==> config.mk <==
export PLATFORM = sky130hd
export DESIGN_NAME = fault_injector
export DESIGN_NICKNAME = d
export VERILOG_FILES = /design/src/rtl/fault_injector.sv
export SDC_FILE = /design/constraint.sdc
export NUM_CORES = 1
export LEC_CHECK = 0
export ABC_AREA = 1
export CAP_MARGIN = 20
export CORE_UTILIZATION = 30
export CTS_CLUSTER_DIAMETER = 60
export DETAILED_ROUTE_END_ITERATION = 6
export DONT_BUFFER_PORTS = 1
export PLACE_DENSITY = 0.51
export SETUP_SLACK_MARGIN = 0.5
export SYNTH_ARGS = -nofsm -noshare
export SYNTH_HDL_FRONTEND = slang
export SYNTH_SLANG_ARGS = --single-unit
==> constraint.sdc <==
create_clock -name clk -period 3.4 [get_ports clk]
set_clock_uncertainty 0.2 [all_clocks]
set_input_delay 1.02 -clock clk [delete_from_list [all_inputs] [get_ports clk]]
set_output_delay 1.02 -clock clk [all_outputs]
set_load 0.05 [all_outputs]
==> src/rtl/fault_injector.sv <==
// fault_injector: programmable, cycle-timed fault insertion on a WIDTH-bit bundle.
// A configuration handshake loads mask/mode/delay/duration; an IDLE/WAIT/INJECT/DONE
// FSM then corrupts the selected bits for exactly the programmed window.
// The data path itself is zero-latency: sig_out is combinational from sig_in.
module fault_injector #(
    parameter int unsigned WIDTH = 8,
    parameter int unsigned CNT_W = 16
) (
    input  logic             clk,
    input  logic             rst_n,
    input  logic [WIDTH-1:0] sig_in,
    output logic [WIDTH-1:0] sig_out,
    input  logic             cfg_valid,
    output logic             cfg_ready,
    input  logic [WIDTH-1:0] cfg_mask,
    input  logic [1:0]       cfg_mode,
    input  logic [CNT_W-1:0] cfg_delay,
    input  logic [CNT_W-1:0] cfg_duration,
    input  logic             abort,
    output logic             active,
    output logic             done,
    output logic [CNT_W-1:0] inject_cycles
);

    localparam logic [1:0] MODE_DRY = 2'b00;
    localparam logic [1:0] MODE_SA0 = 2'b01;
    localparam logic [1:0] MODE_SA1 = 2'b10;
    localparam logic [1:0] MODE_INV = 2'b11;

    typedef enum logic [1:0] {
        S_IDLE   = 2'b00,
        S_WAIT   = 2'b01,
        S_INJECT = 2'b10,
        S_DONE   = 2'b11
    } state_e;

    state_e           state_q, state_d;
    logic [WIDTH-1:0] mask_q, mask_d;
    logic [1:0]       mode_q, mode_d;
    logic [CNT_W-1:0] delay_cnt_q, delay_cnt_d;
    logic [CNT_W-1:0] dur_cnt_q, dur_cnt_d;
    logic [CNT_W-1:0] inject_cycles_q, inject_cycles_d;
    logic             active_q, active_d;
    logic             done_q, done_d;
    logic             accept;

    // Ready only decodes registered state; abort gating makes abort win over cfg_valid.
    assign cfg_ready = ((state_q == S_IDLE) || (state_q == S_DONE)) && !abort;
    assign accept    = cfg_valid && cfg_ready;

    assign active        = active_q;
    assign done          = done_q;
    assign inject_cycles = inject_cycles_q;

    // State register.
    always_ff @(posedge clk or negedge rst_n) begin
        if (!rst_n) begin
            state_q <= S_IDLE;
        end else begin
            state_q <= state_d;
        end
    end

    // Next-state logic; a duration counter of 0 never reaches 1, so the window is permanent.
    always_comb begin
        state_d = state_q;
        if (abort) begin
            state_d = S_IDLE;
        end else begin
            case (state_q)
                S_IDLE, S_DONE: begin
                    if (accept) begin
                        state_d = (cfg_delay == '0) ? S_INJECT : S_WAIT;
                    end
                end
                S_WAIT: begin
                    if (delay_cnt_q == CNT_W'(1)) begin
                        state_d = S_INJECT;
                    end
                end
                S_INJECT: begin
                    if (dur_cnt_q == CNT_W'(1)) begin
                        state_d = S_DONE;
                    end
                end
                default: state_d = S_IDLE;
            endcase
        end
    end

    // Output and counter logic: config capture, delay/duration countdown, saturating inject count.
    always_comb begin
        mask_d          = mask_q;
        mode_d          = mode_q;
        delay_cnt_d     = delay_cnt_q;
        dur_cnt_d       = dur_cnt_q;
        inject_cycles_d = inject_cycles_q;
        if (accept) begin
            mask_d          = cfg_mask;
            mode_d          = cfg_mode;
            delay_cnt_d     = cfg_delay;
            dur_cnt_d       = cfg_duration;
            inject_cycles_d = '0;
        end else if (!abort) begin
            if (state_q == S_WAIT && delay_cnt_q != '0) begin
                delay_cnt_d = delay_cnt_q - CNT_W'(1);
            end
            if (state_q == S_INJECT) begin
                if (dur_cnt_q != '0) begin
                    dur_cnt_d = dur_cnt_q - CNT_W'(1);
                end
                if (inject_cycles_q != {CNT_W{1'b1}}) begin
                    inject_cycles_d = inject_cycles_q + CNT_W'(1);
                end
            end
        end
        active_d = (state_d == S_INJECT);
        done_d   = (state_d == S_DONE);
    end

    // Datapath and status registers.
    always_ff @(posedge clk or negedge rst_n) begin
        if (!rst_n) begin
            mask_q          <= '0;
            mode_q          <= MODE_DRY;
            delay_cnt_q     <= '0;
            dur_cnt_q       <= '0;
            inject_cycles_q <= '0;
            active_q        <= 1'b0;
            done_q          <= 1'b0;
        end else begin
            mask_q          <= mask_d;
            mode_q          <= mode_d;
            delay_cnt_q     <= delay_cnt_d;
            dur_cnt_q       <= dur_cnt_d;
            inject_cycles_q <= inject_cycles_d;
            active_q        <= active_d;
            done_q          <= done_d;
        end
    end

    // Zero-latency fault application; active_q clears asynchronously on reset, so sig_out goes clean at once.
    always_comb begin
        sig_out = sig_in;
        if (active_q) begin
            case (mode_q)
                MODE_SA0: sig_out = sig_in & ~mask_q;
                MODE_SA1: sig_out = sig_in | mask_q;
                MODE_INV: sig_out = sig_in ^ mask_q;
                default:  sig_out = sig_in;
            endcase
        end
    end

endmodule

Word level (Yosys, flattened, before mapping)
Cells that the tools add are included.
Widths: inputs -> output; s select.
{"block": "op_classes", "n_reduce_logical": 17, "muxes": 19, "multipliers": 0, "n_addsub": 3, "n_eq_ne": 12, "magnitude_cmp": 0, "div": 0, "bitwise": 4, "shift": 0}
{"op": "$mux 16", "count": 11}
{"op": "$eq 16x1->1 const B", "count": 2}
{"op": "$reduce_bool 16->1", "count": 2}
{"op": "$sub 16x1->16 const B", "count": 2}
{"op": "$pmux 8 s3", "count": 1}
{"op": "$add 16x1->16 const B", "count": 1}
{"op": "$logic_not 16->1", "count": 1}
{"op": "$ne 16x16->1 const B", "count": 1}
{"op": "$eq 2x2->1 const B", "count": 6}
{"op": "$mux 2", "count": 5}
{"op": "$and 8x8->8", "count": 1}
{"op": "$mux 8", "count": 1}
{"op": "$not 8->8", "count": 1}
{"op": "$or 8x8->8", "count": 1}
{"op": "$reduce_bool 2->1", "count": 4}
{"op": "$xor 8x8->8", "count": 1}
{"op": "$pmux 2 s3", "count": 1}
{"op": "$reduce_and 3->1", "count": 2}
{"op": "$eq 2x1->1 const B", "count": 2}
{"op": "$logic_and 1x1->1", "count": 3}
{"op": "$logic_not 2->1", "count": 1}
{"op": "$ne 2x1->1 const B", "count": 1}
{"op": "$reduce_and 2->1", "count": 1}
{"op": "$reduce_or 2->1", "count": 1}
{"op": "2 further kinds", "count": 2}
{"block": "word_totals", "regBits": 62, "in_bits": 54, "latchBits": 0, "n_memories": 0, "rom_bits": 0, "mem_bits_rw": 0}

Depth between registers and ports, before layout
Gate-level depths: netlist of the first run.
{"block": "depth", "ltp_word": 8, "ltp_mapped": 11, "ltp_nobuf": 11}

Worst setup path before layout of the first run
No wires, ideal clock.
{"block": "synth_timing", "path_kind": "in2out", "start": "in sig_in[4]", "end": "out sig_out[4]", "t_required_ns": 2.180, "stages": 4, "t_arrival_ns": 2.340, "slack_ns": -0.160, "path_cell_list": "inv_1 > ha_1 > or2_2 > a32oi_1"}
{"block": "synth_via", "elab_chain_cells": 3, "elab_cells_between_ends": 5, "classes_between": "mux (2); bitwise (3)"}
{"element": "from (decl)", "line_no": "11", "text": "input logic [WIDTH-1:0] sig_in,"}
{"element": "$xor 8x8->8 (tied with other cells)", "line_no": "149", "text": "MODE_INV: sig_out = sig_in ^ mask_q;"}
{"element": "$pmux 8 s3", "line_no": "146", "text": "case (mode_q)"}
{"element": "$mux 8 *", "line_no": "145", "text": "if (active_q) begin"}
{"element": "to (decl)", "line_no": "12", "text": "output logic [WIDTH-1:0] sig_out,"}
Mark *: on every way between the ends. The rest lies on a longest branch, timed or not.

Worst setup path in the final report of the first run
Ends and elaborated chain as after synthesis.

==> run_results.csv, run 1 <==
group,metric,value,unit
logic_synthesis,yosysWarnings,0,
pwr,p_int,0.00237,W
outcome,status,"finished with violations",
worst_setup_path,reg2regPathDepth,11,
logic_synthesis,synth_area_leaders,"dfrtp_1 34%, nand2_1 19%, nor2_1 9.2%",
clocking,root_buffer,"clkbuf_16",
worst_setup_path,arrival,1940,ps
sta,hold_violations,0,
worst_setup_path,r2r-end,"delay_cnt_q[1]",
worst_setup_path,rrSetupSlack,800,ps
clocking,clockBufferDepth,2,
pwr,p_comb_share,49.5,%
logic_synthesis,synth_cells,677,
layout,final_cells,880,
floorplanning,die_w,125,um
worst_setup_path,cp_max_fo,2,
pwr,p_leak,2.55,nW
route,drc_errors,8,
layout,fin_util,38.1,%
clocking,numCtsBuffers,9,
floorplanning,io-pin-count,81,
route,drt_iter0_markers,189,
sta,finalCriticalPeriod,3160,ps
route,routed_wl,12400,um
sta,setup_violations,0,
pwr,power.share.switching,46.5,%
route,postRouteAntennaNets,0,
pwr,power,0.00443,W
sta,final.setup.tns,0,ps
pwr,power_density,793,mW/mm^2
sta,post-route-period-util,93.1,%
route,dr.pass1.iters,6,
hold_path,hold_path.class,"in2async",
layout,area_growth,23.5,%
floorplanning,placementRows,44,
place,port_buffers,0,
worst_setup_path,start_kind,"input port",
job,maxCapViolations,0,
outcome,violations,"DRC",
layout,n_antenna_cell,0,
route,wl_per_cell,14.1,um
global_route,antenna_found_initial,0,
clocking,ctsHtreeMaxLevel,3,
logic_synthesis,yosysUniqueCellTypes,33,
sta,rsz0062_at_grt,"yes",
logic_synthesis,ys_top_cells_by_count,"225 x nand2_1, 111 x nor2_1, 62 x dfrtp_1, 58 x inv_1, 54 x nand3_1",
place,dp_cells,855,
worst_setup_path,crit_type,"in2out",
route,dr_total_vias,4221,
logic_synthesis,yosysMostFrequentCell,"nand2_1",
clocking,insertion_delay,340,ps
logic_synthesis,yosysTopAreaCell,"dfrtp_1",
floorplanning,dieArea,0.0156,mm^2
logic_synthesis,postSynthAreaPerCell,6.68,um^2
worst_setup_path,reg2reg_from,"state_q[0]",
logic_synthesis,synth_seq_cells,62,
clocking,cts_tree,"yes",
sta,slew_headroom,56.3,%
floorplanning,start_util,30.9,%
global_route,track_usage,17.1,%
sta,fmax,0.316,GHz
global_route,overflow,0,
layout,drive_gt1_share,15.4,%
logic_synthesis,dominantRegCellSynth,"dfrtp_1",
sta,slew_viol_final,0,
pwr,vdd_drop_max,379,uV
route,viasPerCell,4.80,
logic_synthesis,synth-edff-count,0,
global_route,grt_pass1_wl,21200,um
pwr,pwr-share-clk,21.4,%
layout,layout.nets,770,
clocking,clk_pin_slew,60,ps
pwr,p_switching,0.00206,W
place,dpl.hpwl,8800,um
logic_synthesis,synth_top_area_share,34.3,%
logic_synthesis,synthesis.nets,756,
global_route,grt_max_degree,63,
place,finalWeightedCongestion,0.870,
logic_synthesis,seq_area_frac_synth,34.3,%
worst_setup_path,end_kind,"output port",
worst_setup_path,required,2180,ps
pwr,seqPwrFrac,29.1,%
sta,tightest_slew,656,ps
clocking,cts_sinks,62,
logic_synthesis,synth_area,0.00452,mm^2
floorplanning,dieHeight,125,um
floorplanning,coreArea,0.0146,mm^2
logic_synthesis,async_flop_share,100,%
global_route,grt_pass1_vias,4255,
-- timing repair --
item	in CTS	in global routing
pin swaps	17	8
resized for setup	18	5
setup buffers	7	2
hold endpoints to repair	0	0
endpoints found under the setup margin	8	13
hold buffers	0	0
-- sequential cells by signal, summed over array words and instances, names as in the netlist --
name and flops:
active 1, delay_cnt_q 16, dur_cnt_q 16, inject_cycles 16
mode_q 2, state_q 2, done 1, mask_q 8
-- layer usage --
metal / vias up / track usage, % / routed length [um]
li1: 2174 / - / -
met1: 1957 / 20.8 / 5600
met2: 84 / 28.8 / 5910
met3: 6 / 5.54 / 770
met4: 0 / 4.50 / 107
met5: - / 0 / 0
-- worst max-delay path by stage --
stage                     cells after the start  slack, ps    endpoint       from
after floorplan                               4        240  sig_out[4]  sig_in[4]
after global placement                        4        220  sig_out[5]  sig_in[5]
after detailed placement                      5        210  sig_out[7]  sig_in[7]
after CTS                                     4        230  sig_out[4]  sig_in[4]
after global routing                          4        220  sig_out[5]  sig_in[5]
final                                         4        240  sig_out[4]  sig_in[4]
-- logic make-up after synthesis --
logic type | count (synthesis) | synth area share [%]
DFF | 62 | 34.3
buffers and inverters | 83 | 7.96
xor gates and xnor gates | 16 | 3.10
adders and majority gates | 25 | 6.91
and+or+nand+nor | 421 | 38.6
AOI/OAI and AO/OA | 70 | 9.18
-- per-stage QoR --
| step | area, um^2 | worst slack (ps) | hold slack (ps) |
|---|---|---|---|
| final | 5590 | 236 | 176 |
| after global routing | 5590 | 218 | 155 |
| after CTS | 5550 | 231 | 158 |
| after detailed placement | 5120 | 214 | 289 |
| after global placement | 5120 | 225 | 292 |
| after floorplan | 4880 | 244 | 271 |
-- worst max-delay path, stage by stage --
cell        delay, ps
clkinvlp_4         80
ha_4              160
or2_4             230
a32oi_4           460
-- power by group through the flow --
stage | logic (W) | clock network [W] | registers [W]
2_1_floorplan | 0.00173 | 0 | 0.00126
3_3_place_gp | 0.00205 | 0 | 0.00129
3_5_place_dp | 0.00210 | 0 | 0.00130
4_1_cts | 0.00219 | 0.000984 | 0.00129
5_1_grt | 0.00250 | 0.00101 | 0.00133
6_report | 0.00219 | 0.000948 | 0.00129
-- final cells by class --
class	count	area, um^2
Tap cell	184	230
Multi-Input combinational cell	532	2960
Inverter	62	329
Clock inverter	4	45.0
Sequential cell	62	1550
Timing Repair Buffer	24	209
Clock buffer	12	256
Fill cell	1535	9060
-- cells in the final DEF (no fill, tap or decap), types with 7 or more instances in the layout --
cell and instances:
clkbuf_16 9, ha_4 8, nand3_1 46, buf_4 21, a32oi_4 8, dfrtp_1 61
nand4_1 7, o21ai_1 8, o21ai_2 7, ha_1 17, o21ai_0 31, a21oi_1 11
inv_1 48, xor2_1 14, nor2_1 111, nand2_1 223
(Power assumes the default switching activity.)
==> run 2, diff against run 1 <==
GPL_TIMING_DRIVEN = 1   (was not set)
==> results of run 2 <==
The final DEF is identical to that of run 1; final timing and power are the same.
